===== src/rtl/alloc_if.sv =====
// Allocator-facing bus of alloc_driver: alloc/free strobes, data/address and error.
// Signal names follow the driver's point of view (o_* driven by the driver).
interface alloc_if;
    logic        o_alloc;
    logic [15:0] o_data;
    logic [15:0] i_addr;
    logic        o_free;
    logic [15:0] o_addr;
    logic        i_err;

    modport master (output o_alloc, o_data, o_free, o_addr, input i_addr, i_err);
    modport slave  (input o_alloc, o_data, o_free, o_addr, output i_addr, i_err);
endinterface


===== src/rtl/alloc_driver.sv =====
// Allocator exerciser: issues N_REQ allocations, checks every returned address for
// UNDEF and duplicates, frees them in LIFO order, then reports pass/fail.
module alloc_driver #(
    parameter int          N_REQ     = 8,
    parameter int          STK_LOG   = 4,
    parameter int          GAP       = 4,
    parameter int          ALLOC_LAT = 1,
    parameter logic [15:0] DATA_SEED = 16'h0001
) (
    input  logic         i_clk,
    input  logic         i_rst,
    input  logic         i_start,
    output logic         o_busy,
    output logic         o_pass,
    output logic         o_fail,
    output logic [2:0]   o_code,
    alloc_if.master      bus
);
    localparam logic [3:0] S_IDLE  = 4'd0;
    localparam logic [3:0] S_ALLOC = 4'd1;
    localparam logic [3:0] S_WAIT  = 4'd2;
    localparam logic [3:0] S_CHECK = 4'd3;
    localparam logic [3:0] S_PUSH  = 4'd4;
    localparam logic [3:0] S_AGAP  = 4'd5;
    localparam logic [3:0] S_FREE  = 4'd6;
    localparam logic [3:0] S_FGAP  = 4'd7;
    localparam logic [3:0] S_PASS  = 4'd8;
    localparam logic [3:0] S_FAIL  = 4'd9;

    localparam int               DEPTH   = 1 << STK_LOG;
    localparam logic [STK_LOG:0] ONE     = (STK_LOG+1)'(1);
    localparam logic [STK_LOG:0] N_REQ_W = (STK_LOG+1)'(N_REQ);
    localparam logic [15:0]      LAT_W   = 16'(ALLOC_LAT);
    localparam logic [15:0]      GAP_W   = 16'(GAP);

    logic [3:0]         r_state;
    logic [STK_LOG:0]   r_sp;
    logic [STK_LOG:0]   r_k;
    logic [STK_LOG:0]   r_j;
    logic [15:0]        r_cnt;
    logic [15:0]        r_cap;
    logic [15:0]        r_stack [DEPTH];
    logic               r_busy;
    logic               r_alloc;
    logic               r_free;
    logic               r_pass;
    logic               r_fail;
    logic [2:0]         r_code;
    logic [15:0]        r_data;
    logic [15:0]        r_addr;

    logic [STK_LOG:0]   w_dec;
    logic [STK_LOG-1:0] w_top;
    logic [STK_LOG-1:0] w_scan;

    assign w_dec  = r_sp - ONE;
    assign w_top  = w_dec[STK_LOG-1:0];
    assign w_scan = r_j[STK_LOG-1:0];

    // Sequencer: a high i_err during a run overrides whatever the state would do
    always_ff @(posedge i_clk) begin
        if (i_rst) begin
            r_state <= S_IDLE;
            r_sp    <= '0;
            r_k     <= '0;
            r_j     <= '0;
            r_cnt   <= 16'h0000;
            r_cap   <= 16'h0000;
            r_busy  <= 1'b0;
            r_alloc <= 1'b0;
            r_free  <= 1'b0;
            r_pass  <= 1'b0;
            r_fail  <= 1'b0;
            r_code  <= 3'd0;
            r_data  <= 16'h0000;
            r_addr  <= 16'h0000;
        end else begin
            r_alloc <= 1'b0;
            r_free  <= 1'b0;
            if (r_busy && bus.i_err) begin
                r_state <= S_FAIL;
                r_busy  <= 1'b0;
                r_fail  <= 1'b1;
                r_code  <= 3'd3;
            end else begin
                case (r_state)
                    S_IDLE, S_PASS, S_FAIL: begin
                        if (i_start) begin
                            r_pass  <= 1'b0;
                            r_fail  <= 1'b0;
                            r_code  <= 3'd0;
                            r_sp    <= '0;
                            r_k     <= '0;
                            r_busy  <= 1'b1;
                            r_state <= S_ALLOC;
                        end
                    end
                    S_ALLOC: begin
                        r_alloc <= 1'b1;
                        r_data  <= DATA_SEED + 16'(r_k);
                        r_cnt   <= LAT_W;
                        r_state <= S_WAIT;
                    end
                    S_WAIT: begin
                        if (r_cnt == 16'h0000) begin
                            if (bus.i_addr == 16'h0000) begin
                                r_state <= S_FAIL;
                                r_busy  <= 1'b0;
                                r_fail  <= 1'b1;
                                r_code  <= 3'd1;
                            end else begin
                                r_cap   <= bus.i_addr;
                                r_j     <= '0;
                                r_state <= S_CHECK;
                            end
                        end else begin
                            r_cnt <= r_cnt - 16'h0001;
                        end
                    end
                    S_CHECK: begin
                        if (r_j == r_sp) begin
                            r_state <= S_PUSH;
                        end else if (r_stack[w_scan] == r_cap) begin
                            r_state <= S_FAIL;
                            r_busy  <= 1'b0;
                            r_fail  <= 1'b1;
                            r_code  <= 3'd2;
                        end else begin
                            r_j <= r_j + ONE;
                        end
                    end
                    S_PUSH: begin
                        r_sp    <= r_sp + ONE;
                        r_k     <= r_k + ONE;
                        r_cnt   <= GAP_W;
                        r_state <= S_AGAP;
                    end
                    S_AGAP: begin
                        if (r_cnt == 16'h0001) begin
                            r_state <= (r_k == N_REQ_W) ? S_FREE : S_ALLOC;
                        end else begin
                            r_cnt <= r_cnt - 16'h0001;
                        end
                    end
                    S_FREE: begin
                        r_free  <= 1'b1;
                        r_addr  <= r_stack[w_top];
                        r_sp    <= w_dec;
                        r_cnt   <= GAP_W;
                        r_state <= S_FGAP;
                    end
                    S_FGAP: begin
                        if (r_cnt == 16'h0001) begin
                            if (r_sp == '0) begin
                                r_state <= S_PASS;
                                r_busy  <= 1'b0;
                                r_pass  <= 1'b1;
                            end else begin
                                r_state <= S_FREE;
                            end
                        end else begin
                            r_cnt <= r_cnt - 16'h0001;
                        end
                    end
                    default: begin
                        r_state <= S_IDLE;
                        r_busy  <= 1'b0;
                    end
                endcase
            end
        end
    end

    // Address stack: contents are don't-care after reset, only entries below sp are read
    always_ff @(posedge i_clk) begin
        if (!i_rst && r_state == S_PUSH) begin
            r_stack[r_sp[STK_LOG-1:0]] <= r_cap;
        end
    end

    assign o_busy      = r_busy;
    assign o_pass      = r_pass;
    assign o_fail      = r_fail;
    assign o_code      = r_code;
    assign bus.o_alloc = r_alloc;
    assign bus.o_data  = r_data;
    assign bus.o_free  = r_free;
    assign bus.o_addr  = r_addr;
endmodule


===== src/flat_wrapper.sv =====
// flat-port wrapper written by rule: the top's interface ports become plain ports
module alloc_driver_flat 
#(
    parameter int          N_REQ     = 8,
    parameter int          STK_LOG   = 4,
    parameter int          GAP       = 4,
    parameter int          ALLOC_LAT = 1,
    parameter logic [15:0] DATA_SEED = 16'h0001
)
  (i_clk, i_rst, i_start, o_busy, o_pass, o_fail, o_code, bus_o_alloc, bus_o_data, bus_o_free, bus_o_addr, bus_i_addr, bus_i_err);
  alloc_if bus_i ();
  input  logic i_clk;
  input  logic i_rst;
  input  logic i_start;
  output logic o_busy;
  output logic o_pass;
  output logic o_fail;
  output logic [2:0] o_code;
  output wire logic [$bits(bus_i.o_alloc)-1:0] bus_o_alloc;
  output wire logic [$bits(bus_i.o_data)-1:0] bus_o_data;
  output wire logic [$bits(bus_i.o_free)-1:0] bus_o_free;
  output wire logic [$bits(bus_i.o_addr)-1:0] bus_o_addr;
  input wire logic [$bits(bus_i.i_addr)-1:0] bus_i_addr;
  input wire logic [$bits(bus_i.i_err)-1:0] bus_i_err;
  assign bus_o_alloc = bus_i.o_alloc;
  assign bus_o_data = bus_i.o_data;
  assign bus_o_free = bus_i.o_free;
  assign bus_o_addr = bus_i.o_addr;
  assign bus_i.i_addr = bus_i_addr;
  assign bus_i.i_err = bus_i_err;
  alloc_driver #(.N_REQ(N_REQ), .STK_LOG(STK_LOG), .GAP(GAP), .ALLOC_LAT(ALLOC_LAT), .DATA_SEED(DATA_SEED)) u_core (.i_clk(i_clk), .i_rst(i_rst), .i_start(i_start), .o_busy(o_busy), .o_pass(o_pass), .o_fail(o_fail), .o_code(o_code), .bus(bus_i));
endmodule

===== config.mk =====
export PLATFORM = sky130hd
export DESIGN_NAME = alloc_driver_flat
export DESIGN_NICKNAME = d
export VERILOG_FILES = /design/src/rtl/alloc_if.sv /design/src/rtl/alloc_driver.sv /design/src/flat_wrapper.sv
export SDC_FILE = /design/constraint.sdc
export NUM_CORES = 1
export LEC_CHECK = 0
export CORE_MARGIN = 2
export CORE_UTILIZATION = 45
export DETAILED_ROUTE_END_ITERATION = 8
export PLACE_DENSITY = 0.66
export SETUP_SLACK_MARGIN = 0.4
export SYNTH_ARGS = -nofsm -noshare
export SYNTH_HDL_FRONTEND = slang
export SYNTH_SLANG_ARGS = --single-unit

===== constraint.sdc =====
create_clock -name i_clk -period 6.1 [get_ports i_clk]
set_input_delay 0.61 -clock i_clk [delete_from_list [all_inputs] [get_ports i_clk]]
set_output_delay 0.61 -clock i_clk [all_outputs]
set_load 0.1 [all_outputs]

==> impl_metrics.tcl <==
set metrics [dict create \
    track_usage_pct 22.5 \
    grtUsageMet2_pct 36.2 \
    syn_inst 1076 \
    numPortBuffers 48 \
    hold_buffers 0 \
    final_cell_mix "edfxtp_1, mux4_2, nor2_1, dfxtp_1, nand2_1" \
    dr.pass1.iters 6 \
    required_ps 6460 \
    viasPerCell 6.15 \
    synth_area_sq_mm 0.0160 \
    fmax_ghz 0.255 \
    max-slew-margin-rel_pct 19.4 \
    path_clk_slew_ps 60 \
    p_sw_mw 1.61 \
    antenna_found_initial 0 \
    seq_power_share_pct 45.8 \
    rsz0062_at_grt "no" \
    finalSetupTns_ps 0 \
    cts_max_path_buffers 3 \
    die-area_sq_mm 0.0372 \
    endpoint_kind "flip-flop" \
    grtUsageMet3_pct 3.76 \
    clk_latency_ps 520 \
    power.internal_mw 4.26 \
    maxSlewViolCount 0 \
    num_io_pins 60 \
    hp-class "reg -> reg" \
    dpl.hpwl_mm 24.9 \
    syn_avg_cell_area_sq_um 14.9 \
    seq_area_frac_synth_pct 58.4 \
    routed_wl_mm 40.7 \
    clock-root-buffer "clkbuf_16" \
    grt_start_max_net_pins 75 \
    ir_drop_mv 0.189 \
    dieWidth_um 193 \
    wire_per_inst_um 25.4 \
    power.share.combinational_pct 15.5 \
    crit_arrival_ps 4280 \
    power_density_mw_per_mm2 321 \
    outcome "completed" \
    cts.sink_count 340 \
    hold_violations 0 \
    netlist_top_cells_area "edfxtp_1, mux4_2, dfxtp_1" \
    layout-drive-gt1-share_pct 22.0 \
    grt_pass1_vias 9663 \
    place.gp.congestion 0.860 \
    grt_use_met1_pct 31.5 \
    drtAntennaViolNets 0 \
    post-route-period-util_pct 64.2 \
    skew_ps 11.7 \
    core_sq_mm 0.0353 \
    setup_viol 0 \
    synth_edf_count 256 \
    antenna_cells 0 \
    max-cap-violations 0 \
    ys_warn_count 0 \
    top_usage_layer "met2" \
    num_vias 9872 \
    start_util_pct 45.5 \
    p_total_mw 5.87 \
    fin_nets 1148 \
    fin_crit_ps 3920 \
    layout_commonest_cell "edfxtp_1" \
    crit_path_max_fanout 29 \
    worstMarginPinSlew_ps 1210 \
    core.rowCount 69 \
    power_frac_clock_pct 38.7 \
    switching_share_pct 27.4 \
    drt_iter0_markers 1067 \
    crit_type "reg -> reg" \
    drc 0 \
    area_delta_synth_final_pct 13.9 \
    leakage_nw 5.66 \
    htreeDepth 2 \
    synth_cell_types 59 \
    synth_area_leader_cell "edfxtp_1" \
    start_kind "flip-flop" \
    grt_pass1_wl_mm 61.0 \
    cts_setup_buffers 0 \
    cts_tree "yes" \
    synth_flop_cell "edfxtp_1" \
    cts_buffers 37 \
    ctsResizeCount 0 \
    async_flop_share_pct 0 \
    synth-seq-cells 340 \
    overflow 0 \
    synth_top_area_share_pct 47.9 \
    die_h_um 193 \
]
==> routing by layer <==
metal	up-vias	part of all wire [%]
li1	4276	-
met1	5109	41
met2	426	48
met3	61	7.6
met4	0	2.5
met5	-	0
==> flip-flops by register name (all words and copies together) (netlist names), named ones only <==
name / count
u_core.bus.o_data: 6
u_core.r_state: 4
u_core.o_busy: 1
u_core.bus.o_free: 1
u_core.r_stack: 256
u_core.r_cap: 16
u_core.bus.o_alloc: 1
u_core.r_sp: 5
u_core.r_k: 5
u_core.r_j: 5
u_core.r_cnt: 16
u_core.o_fail: 1
u_core.bus.o_addr: 16
u_core.o_code: 2
u_core.o_pass: 1
==> kinds of logic after synthesis <==
logic type,share of synthesized area [%]
flops,58.4
simple gates,8.26
mux,22.7
compound gates,4.37
buf+inv,2.55
xor+xnor,3.06
fa+ha+maj,0.702
other cells,0.0234
==> synthesized netlist by cell type, types with 5 or more instances <==
master and instances:
nor4_1 13, buf_4 13, o21ai_0 19, nand3_1 18
and2_1 5, buf_1 8, mux4_2 141, dfxtp_1 84
and3_1 8, ha_1 9, clkbuf_1 44, xor2_1 25
inv_1 11, mux2i_1 45, xnor2_1 31, nand2_1 73
nor3_1 19, a31oi_1 8, edfxtp_1 256, a21oi_1 54
buf_2 12, a211oi_1 5, nor2_1 97, nand2b_1 16
==> area by class of cell <==
class | instances | area, sq um
Fill cell | 2825 | 17000
Sequential cell | 340 | 9380
Multi-Input combinational cell | 656 | 6400
Clock buffer | 45 | 996
Timing Repair Buffer | 72 | 656
Tap cell | 461 | 577
Clock inverter | 19 | 223
Inverter | 12 | 45.0
==> critical path, cell delays in order, from the launching register on <==
cell and delay, ps:
dfxtp_2 980, buf_4 480, mux4_2 570, xor2_1 150
nor4_1 300, nor3b_1 100, a211oi_1 180, nor4b_1 260
o211ai_1 130, buf_4 210, a221oi_1 280, nor4_1 80
==> worst paths after layout <==
check                                          from                           endpoint  slack (ps)  cells past startpoint
hold / removal    u_core.bus.o_addr[2]$_SDFFE_PP0P_  u_core.bus.o_addr[2]$_SDFFE_PP0P_         450                      2
setup / recovery                          flip-flop         u_core.o_busy$_SDFFE_PP0P_        2180                     11
setup reg to reg                          flip-flop         u_core.o_busy$_SDFFE_PP0P_        2180                     11
hold reg to reg   u_core.bus.o_addr[2]$_SDFFE_PP0P_  u_core.bus.o_addr[2]$_SDFFE_PP0P_         450                      2
==> power groups by stage <==
| stage | combinational, mW | clock [mW] | sequential [mW] |
|---|---|---|---|
| 3_5_place_dp | 0.906 | 0 | 2.73 |
| 2_1_floorplan | 0.602 | 0 | 2.82 |
| 5_1_grt | 0.997 | 2.39 | 2.70 |
| 6_report | 0.911 | 2.27 | 2.69 |
| 3_3_place_gp | 0.899 | 0 | 2.73 |
| 4_1_cts | 0.911 | 2.31 | 2.69 |
==> per-stage QoR <==
stage / hold slack, ps / util, % / cells / area (sq um) / setup slack (ps)
floorplan: 454 / - / 1086 / 16100 / 2070
finish: 451 / 51.8 / 1605 / 18300 / 2180
global placement: 441 / 48.3 / 1541 / 17100 / 2180
CTS: 454 / 51.8 / 1605 / 18300 / 2160
detailed placement: 446 / 48.3 / 1541 / 17100 / 2200
global route: 478 / 51.8 / 1605 / 18300 / 1840
Note: power is estimated with default switching activity, not from simulation.
